### src/rtl/seg_pkg.sv
// Shared seven-segment constants, anode select table and display payload types.
package seg_pkg;

    localparam int unsigned NUM_DIGITS = 4;
    localparam int unsigned SEG_W      = 7;
    localparam int unsigned NIBBLE_W   = 4;

    // Active-low patterns, bit 0 = segment a ... bit 6 = segment g
    localparam logic [SEG_W-1:0] SEG_0     = 7'h40;
    localparam logic [SEG_W-1:0] SEG_1     = 7'h79;
    localparam logic [SEG_W-1:0] SEG_2     = 7'h24;
    localparam logic [SEG_W-1:0] SEG_3     = 7'h30;
    localparam logic [SEG_W-1:0] SEG_4     = 7'h19;
    localparam logic [SEG_W-1:0] SEG_5     = 7'h12;
    localparam logic [SEG_W-1:0] SEG_6     = 7'h02;
    localparam logic [SEG_W-1:0] SEG_7     = 7'h78;
    localparam logic [SEG_W-1:0] SEG_8     = 7'h00;
    localparam logic [SEG_W-1:0] SEG_9     = 7'h10;
    localparam logic [SEG_W-1:0] SEG_BLANK = 7'h7F;
    localparam logic [SEG_W-1:0] SEG_ALL   = 7'h00;

    // Active-low anode select, element i drives digit i
    localparam logic [NUM_DIGITS-1:0][NUM_DIGITS-1:0] ANODE_TBL =
        {4'b0111, 4'b1011, 4'b1101, 4'b1110};

    // Frame-coherent copy of the display inputs
    typedef struct packed {
        logic [NUM_DIGITS*NIBBLE_W-1:0] digits;
        logic [NUM_DIGITS-1:0]          blink_mask;
        logic [NUM_DIGITS-1:0]          dp_en;
        logic                           flash;
    } frame_cfg_t;

    // One slot's worth of pad drive
    typedef struct packed {
        logic [NUM_DIGITS-1:0] anode;
        logic [SEG_W-1:0]      seg;
        logic                  dp;
    } disp_drive_t;

endpackage

### src/rtl/bcd_seg_decode.sv
// BCD nibble to active-low seven-segment pattern; non-decimal codes decode to blank.
module bcd_seg_decode
    import seg_pkg::*;
(
    input  logic [NIBBLE_W-1:0] bcd,
    output logic [SEG_W-1:0]    seg_c
);

    always_comb begin
        seg_c = SEG_BLANK;
        case (bcd)
            4'd0:    seg_c = SEG_0;
            4'd1:    seg_c = SEG_1;
            4'd2:    seg_c = SEG_2;
            4'd3:    seg_c = SEG_3;
            4'd4:    seg_c = SEG_4;
            4'd5:    seg_c = SEG_5;
            4'd6:    seg_c = SEG_6;
            4'd7:    seg_c = SEG_7;
            4'd8:    seg_c = SEG_8;
            4'd9:    seg_c = SEG_9;
            default: seg_c = SEG_BLANK;
        endcase
    end

endmodule

### src/rtl/seg_scan_driver.sv
// Four-digit multiplexed seven-segment scanner with dead time, frame latching and blink.
// Define LEADING_ZERO_BLANK_EN to suppress leading zeros on digits 3 and 2.
module seg_scan_driver
    import seg_pkg::*;
#(
    parameter int unsigned SCAN_DIV   = 65536,
    parameter int unsigned DEAD       = 16,
    parameter int unsigned BLINK_HALF = 25000000
) (
    input  logic                          clk,
    input  logic                          reset,
    input  logic [NUM_DIGITS*NIBBLE_W-1:0] digits,
    input  logic [NUM_DIGITS-1:0]         blink_mask,
    input  logic                          flash,
    input  logic [NUM_DIGITS-1:0]         dp_en,
    output logic [NUM_DIGITS-1:0]         anode,
    output logic [SEG_W-1:0]              seg,
    output logic                          dp,
    output logic [1:0]                    digit_idx,
    output logic                          frame_tick
);

    localparam int unsigned SCAN_W  = (SCAN_DIV > 1)   ? $clog2(SCAN_DIV)   : 1;
    localparam int unsigned BLINK_W = (BLINK_HALF > 1) ? $clog2(BLINK_HALF) : 1;

    logic [SCAN_W-1:0]   scan_cnt;
    logic [1:0]          digit_cur;
    logic [BLINK_W-1:0]  blink_cnt;
    logic                blink_phase;
    frame_cfg_t          shadow;

    logic                scan_tc_c;
    logic                frame_wrap_c;
    logic                blink_tc_c;
    logic                dead_c;
    logic                lz_blank_c;
    logic [NIBBLE_W-1:0] nibble_c;
    logic [SEG_W-1:0]    dec_seg_c;
    disp_drive_t         drive_c;

    always_comb begin
        scan_tc_c    = (scan_cnt == SCAN_W'(SCAN_DIV - 1));
        frame_wrap_c = scan_tc_c && (digit_cur == 2'(NUM_DIGITS - 1));
        blink_tc_c   = (blink_cnt == BLINK_W'(BLINK_HALF - 1));
        dead_c       = (scan_cnt < SCAN_W'(DEAD));
        nibble_c     = shadow.digits[{digit_cur, 2'b00} +: NIBBLE_W];
    end

    // Slot counter and digit index
    always_ff @(posedge clk) begin
        if (reset) begin
            scan_cnt  <= '0;
            digit_cur <= '0;
        end else if (scan_tc_c) begin
            scan_cnt  <= '0;
            digit_cur <= digit_cur + 2'd1;
        end else begin
            scan_cnt  <= scan_cnt + SCAN_W'(1);
        end
    end

    // Free-running blink timebase, starts in the on phase
    always_ff @(posedge clk) begin
        if (reset) begin
            blink_cnt   <= '0;
            blink_phase <= 1'b1;
        end else if (blink_tc_c) begin
            blink_cnt   <= '0;
            blink_phase <= ~blink_phase;
        end else begin
            blink_cnt   <= blink_cnt + BLINK_W'(1);
        end
    end

    // Inputs are captured only at the frame wrap so a frame never tears
    always_ff @(posedge clk) begin
        if (reset) begin
            shadow <= '0;
        end else if (frame_wrap_c) begin
            shadow <= '{digits: digits, blink_mask: blink_mask, dp_en: dp_en, flash: flash};
        end
    end

    bcd_seg_decode u_decode (
        .bcd   (nibble_c),
        .seg_c (dec_seg_c)
    );

`ifdef LEADING_ZERO_BLANK_EN
    always_comb begin
        lz_blank_c = 1'b0;
        case (digit_cur)
            2'd3:    lz_blank_c = (shadow.digits[15:12] == 4'd0);
            2'd2:    lz_blank_c = (shadow.digits[15:8] == 8'd0);
            default: lz_blank_c = 1'b0;
        endcase
    end
`else
    always_comb begin
        lz_blank_c = 1'b0;
    end
`endif

    // Slot drive: dead time, then flash, then blink, then the decoded digit
    always_comb begin
        drive_c.anode = '1;
        drive_c.seg   = SEG_BLANK;
        drive_c.dp    = 1'b1;
        if (!dead_c) begin
            drive_c.anode = ANODE_TBL[digit_cur];
            drive_c.dp    = ~shadow.dp_en[digit_cur];
            if (shadow.flash) begin
                drive_c.seg = blink_phase ? SEG_ALL : SEG_BLANK;
                if (!blink_phase) begin
                    drive_c.dp = 1'b1;
                end
            end else if (shadow.blink_mask[digit_cur] && !blink_phase) begin
                drive_c.seg = SEG_BLANK;
                drive_c.dp  = 1'b1;
            end else if (lz_blank_c) begin
                drive_c.seg = SEG_BLANK;
            end else begin
                drive_c.seg = dec_seg_c;
            end
        end
    end

    always_ff @(posedge clk) begin
        if (reset) begin
            anode      <= '1;
            seg        <= SEG_BLANK;
            dp         <= 1'b1;
            digit_idx  <= '0;
            frame_tick <= 1'b0;
        end else begin
            anode      <= drive_c.anode;
            seg        <= drive_c.seg;
            dp         <= drive_c.dp;
            digit_idx  <= digit_cur;
            frame_tick <= frame_wrap_c;
        end
    end

endmodule

### config.mk
export PLATFORM = sky130hd
export DESIGN_NAME = seg_scan_driver
export DESIGN_NICKNAME = d
export VERILOG_FILES = /design/src/rtl/seg_pkg.sv /design/src/rtl/bcd_seg_decode.sv /design/src/rtl/seg_scan_driver.sv
export SDC_FILE = /design/constraint.sdc
export NUM_CORES = 1
export LEC_CHECK = 0
export BUFFER_PORTS_ARGS = -buffer_cell sky130_fd_sc_hd__buf_2
export CAP_MARGIN = 20
export CORE_ASPECT_RATIO = 0.6
export CORE_UTILIZATION = 58
export DETAILED_ROUTE_END_ITERATION = 16
export PLACE_DENSITY = 0.79
export SYNTH_ARGS = -nofsm -noshare
export SYNTH_HDL_FRONTEND = slang
export SYNTH_SLANG_ARGS = --single-unit
### constraint.sdc
create_clock -name clk -period 2.4 [get_ports clk]
set_input_delay 0.12 -clock clk [delete_from_list [all_inputs] [get_ports clk]]
set_output_delay 0.12 -clock clk [all_outputs]
set_load 0.01 [all_outputs]
Yosys cells after proc, flatten, opt, wreduce, memory -nomap -nowiden
Memories as Yosys holds them, arrays and structs flattened.
Cells that the tools add are included.
W data, S select, Z words.

storage, ports and cells
  flip-flop bits (word level) = 84
  memory bits (read-only) = 112
  output and inout port bits = 15
  memories = 1

operators by class
  $add $sub $neg = 3
  $lt $le $gt $ge = 2
  eq/ne operators = 3
  shift operators = 1
  mux-type cells = 11
  bitwise gates (word level) = 2
  reduce and logical (&&, ||, !) cells = 6

memory list
  memory            depth  width  rd ports  clocked after Yosys merged registers in  write ports  RTL line              source
  (name not given)  16     7      1         0                                        0            bcd_seg_decode.sv:11  case (bcd)

operators with widths
  kind                     count
  $add A25 B1 Y25 const B  1
  $eq A25 B25 Y1 const B   1
  $add A16 B1 Y16 const B  1
  $eq A16 B16 Y1 const B   1
  $lt A16 B5 Y1 const B    1
  $shiftx A16 B5 Y4        1
  $mux W7                  2
  $bmux W4 S2              1
  $mux W8                  1
  $reduce_or A2 Y1         3
  $bmux W1 S2              2
  $mux W1                  4
  $mux W4                  1
  $lt A2 B3 Y1 const B     1
  $add A2 B1 Y2 const B    1
  $eq A2 B2 Y1 const B     1
  $logic_and A1 B1 Y1      2
  $not A1 Y1               2
  $logic_not A1 Y1         1

Depth between registers and ports, before layout
  depth in word-level cells = 5
  gate-level depth with buffers = 8
  gate-level depth less buffers = 7

Modules after synthesis
Synthesis repeated with hierarchy kept, for this count alone.

second synthesis, totals
  cell total of the unflattened synthesis = 435
  area, all modules = 3891.2 um^2

modules (own cells, without submodules)
  module           times used  cells an instance  area an instance (um^2)  sequential area each (um^2)
  seg_scan_driver  1           402                3681.0                   1681.6
  bcd_seg_decode   1           33                 210.2                    0.0

Least setup slack after synthesis
OpenSTA, ideal clock, no wires.

  kind = reg2reg
  start point = reg digit_cur[1]
  end point = reg seg[0]
  arrival time = 1914 ps
  path slack = 345 ps
  stages on the path, launching flop included = 8
  clock period less this slack = 2055 ps
  cells stage by stage = dfxtp_1 > clkbuf_1 > mux4_2 > inv_1 > ha_1 > or3_1 > a311oi_1 > o31ai_1

between the ends
  word-level cells in the longest chain between the ends = 5

RTL lines
  item                                                                    RTL line                source
  start, declared                                                         seg_scan_driver.sv:27   logic [1:0] digit_cur;
  start signal, assigned                                                  seg_scan_driver.sv:56   digit_cur <= digit_cur + 2'd1;
  parallel branches: the longest is 3 deep, another holds $mem_v2 Z16 W7  n/a
  $mux W7 (*)                                                             seg_scan_driver.sv:117  end else if (shadow.blink_mask[digit_cur] && !blink_phase) begin
  $mux W8 (*)                                                             seg_scan_driver.sv:112  if (shadow.flash) begin
  end signal, assigned                                                    seg_scan_driver.sv:137  seg <= drive_c.seg;
  end, declared                                                           seg_scan_driver.sv:17   output logic [SEG_W-1:0] seg,

Mark *: on every way between the ends. The select of a mux whose other input is x is not followed.
A chain may end at the register's enable or synchronous reset.

Worst setup path after layout
  start point = reg digit_cur[0]
  end point = reg seg[3]

Same word-level chain as after synthesis.

==> summary.txt <==
CELLS AND AREA
------------------------------------------------------------------------------------
Multi-input gate area                                                    0.00203 mm²
Combined flip-flop and latch cell area                                   0.00168 mm²
Number of antenna cells inserted                                                   0
Fill cells                                                                       502
Net count reported at finish                                                     518
Ratio of cells with drive above 1 in the final layout                          0.227
Relative area change from synthesis to final layout                            15.9%

WORST HOLD PATH
------------------------------------------------------------------------------------
Cell depth of the worst min-delay path                                             2
Worst min path class                                                    input port to register
Startpoint of the lowest-slack hold path                                   digits[8]
Min-Delay Endpoint                                                        shadow[17]

SETUP PATH
------------------------------------------------------------------------------------
Crit path capture type                                                      register
Maximum net fanout on the critical path                                           12
Worst r2r src                                                           digit_cur[0]
Worst reg2reg path endpoint                                                   seg[3]
Worst path required time                                                     2.62 ns
Cell class contributing the biggest share of worst-path delay           multiplexers
Count of buffering cells on the critical path with inverters included              1
Path type of the worst setup path                                       register to register
Crit-path slowest cell                                                        mux4_2
Startpoint kind of the worst setup timing path                              register
Worst Reg-to-Reg Cells                                                             5
Critical Path, Cell by Cell                                             buf_4, mux4_2, or3b_2, o311ai_0, nand2_1
Worst EP arrival                                                             2.35 ns
Register-to-register setup slack                                             0.27 ns
Biggest cell delay along the critical path                                   0.65 ns

STA
------------------------------------------------------------------------------------
Share of the clock period used by the worst path after layout                  0.889
Least setup slack across all paths after layout                             0.266 ns
Final Setup Violations                                                             0
Minimum clock period                                                         2.13 ns
Tightest Pin Transition                                                     0.653 ns
Fin. Hold Viols                                                                    0
Fin Clk Skew                                                              0.00826 ns
Min Hold Slack                                                            0.00549 ns
Slew Limit Headroom                                                            0.561
Final TNS setup                                                                 0 ns
Max Fclk                                                                     469 MHz
Count of pins over their slew limit                                                0
RSZ-0062 raised after global routing                                           false

CLOCK NETWORK
------------------------------------------------------------------------------------
Clock-pin transition on the worst setup and hold timing paths                0.06 ns
Worst skew pair latency                                                      0.34 ns
Number of H-tree levels                                                            3
CTS Root Buffer Type                                                       clkbuf_16
Hold-fix buffer count after cts                                                    3
CTS tree                                                                        done
Clock Path Buffers                                                                 2
TritonCTS buffer count                                                             9
Resized Gates After CTS                                                            0
Setup bufs post-CTS                                                                0
TritonCTS Sinks                                                                   84

GLOBAL ROUTE
------------------------------------------------------------------------------------
Number of global-route vias before repair                                      3,154
Initial antenna violation count                                                    0
GRT Util Overall                                                               0.283
Pin count of the biggest net entering global routing                              30
Total congestion overflow after global routing                                     0
First-pass GRT wire length                                                 15,400 µm

POWER
------------------------------------------------------------------------------------
Cell leakage power                                                           1.62 nW
Power per Cell Area                                                       624 mW/mm²
Power Total                                                                  2.88 mW
Worst ir drop on vdd                                                        0.635 mV

DIE
------------------------------------------------------------------------------------
Chip width                                                                    109 µm
Floorplan die area                                                       0.00723 mm²
Effective utilization at floorplan                                             0.628
Cell Rows                                                                         22
Number of primary I/O pins                                                        42
Die height                                                                   66.2 µm
Total core area                                                          0.00636 mm²

ROUTING
------------------------------------------------------------------------------------
Detailed-route wire length                                                   9400 µm
Routed Antenna Nets                                                                0
Drt drc                                                                            0
Number of DRC markers in iteration 0                                             217
Vias after detailed routing                                                    3,485
Detailed-route vias per instance                                                6.14
1st-pass router iterations                                                         4
Average detailed-routed wire length per instance                             16.5 µm

LOGIC SYNTHESIS
------------------------------------------------------------------------------------
Mean instance size in the synthesized netlist                               9.13 µm²
Cell taking the most area after synthesis                                    dfxtp_1
Most used flip-flop cell after synthesis                                     dfxtp_1
Async set or reset register ratio after synthesis                                  0
Top cells by count, synth                                               dfxtp_1, nor2_1, inv_1
Sequential cell area fraction in the yosys report                              0.421
Yosys warning total                                                                0
Area share of the leading cell type in the synthesized netlist                 0.421
Syn_nets                                                                         476
Synthesized flop and latch total                                                  84
Cell count after synthesis                                                       437
Count of flip-flops with a built-in enable after synthesis                         0
Count leader, synth                                                          dfxtp_1
Netlist area before placement                                            0.00399 mm²
Cell types occupying the most area after synthesis                      dfxtp_1, a311oi_1, a31o_2
Count of unique library cells instantiated by Yosys                               46

PLACED DESIGN
------------------------------------------------------------------------------------
Pre-CTS WS                                                                  0.274 ns
Final weighted congestion in routability-driven placement                      0.867
Detailed Place HPWL                                                          6540 µm
Total of buffers placed on input and output ports                                 41

JOB
------------------------------------------------------------------------------------
Number of violations of the max-capacitance limit                                  0

OUTCOME
------------------------------------------------------------------------------------
Result of the run                                                          completed

## state kept, by name, indices dropped and copies added (netlist names), 2 cells and up
name       cells
blink_cnt     25
scan_cnt      16
seg            7
digit_idx      2
shadow        25
anode          4
digit_cur      2
## worst register-to-register path: stages, from the launching register on
cell and delay, ns:
dfxtp_1 0.39, buf_4 0.24, mux4_2 0.65, or3b_2 0.51, o311ai_0 0.13, nand2_1 0.09
## worst max path at each step
stage,start,to,slack [ns],cells after the start
final,digit_cur[0],seg[3],0.27,5
after global routing,digit_cur[0],seg[3],0.15,5
after CTS,digit_cur[0],seg[3],0.26,5
after detailed placement,digit_cur[0],seg[3],0.27,5
after global placement,digit_cur[0],seg[3],0.35,5
after floorplan,digit_cur[1],seg[0],0.34,7
## report_power, final
| part | switching [mW] | internal (mW) | total (mW) |
|---|---|---|---|
| Combinational | 0.0470 | 0.0325 | 0.0795 |
| Sequential | 0.0111 | 1.40 | 1.41 |
| Clock | 0.555 | 0.836 | 1.39 |
## layout make-up
cell class	count	share of cell area
Clock buffer	11	0.0525
Clock inverter	5	0.0133
Inverter	38	0.0309
Multi-Input combinational cell	286	0.440
Sequential cell	84	0.364
Tap cell	84	0.0227
Timing Repair Buffer	60	0.0769
## kinds of logic after synthesis
logic type | count (synthesis) | share of synthesized area
AND/OR/NAND/NOR | 140 | 0.190
AO/OA/AOI/OAI | 100 | 0.185
flip-flops | 84 | 0.421
buffers and inverters | 67 | 0.0699
XOR/XNOR | 25 | 0.0549
adder cells (fa/ha/maj) | 12 | 0.0376
multiplexers | 9 | 0.0417
## metal layers
metal  share of wire  track usage  vias up
met3           0.067       0.0670       11
met2            0.44        0.420      136
met5               0            0        -
met1            0.48        0.399     1663
li1                -            -     1675
met4           0.011       0.0997        0
## per-stage QoR
step	utilization	instance area, µm²	cells
finish	0.727	4620	568
global route	0.727	4620	568
CTS	0.727	4620	568
detailed placement	0.675	4290	549
global placement	0.675	4290	549
floorplan	-	3990	437
## layout by cell type (no fill, tap or decap), types with 2 or more instances in the layout
cell,synthesis,routed
or4_1,7,7
a311oi_1,26,26
ha_1,12,12
nor3_1,8,8
dfxtp_1,84,84
a21oi_1,16,16
inv_1,37,37
clkinvlp_4,0,3
or4_4,2,2
nor4_1,7,7
dlygate4sd3_1,0,3
nor2b_1,6,6
xnor2_1,19,19
mux4_2,6,6
o21ai_0,15,15
or3_1,10,10
clkbuf_16,0,9
buf_4,1,16
buf_2,7,41
nand2_1,17,17
nand3_1,19,19
a31o_2,24,24
mux2i_1,2,2
o311ai_0,2,2
nand4_1,7,7
nor4b_1,2,2
o31ai_1,11,10
and3_1,7,7
nor3b_1,2,2
nor2_1,39,39
xor2_1,6,6
Note: power is estimated with default switching activity, not from simulation.
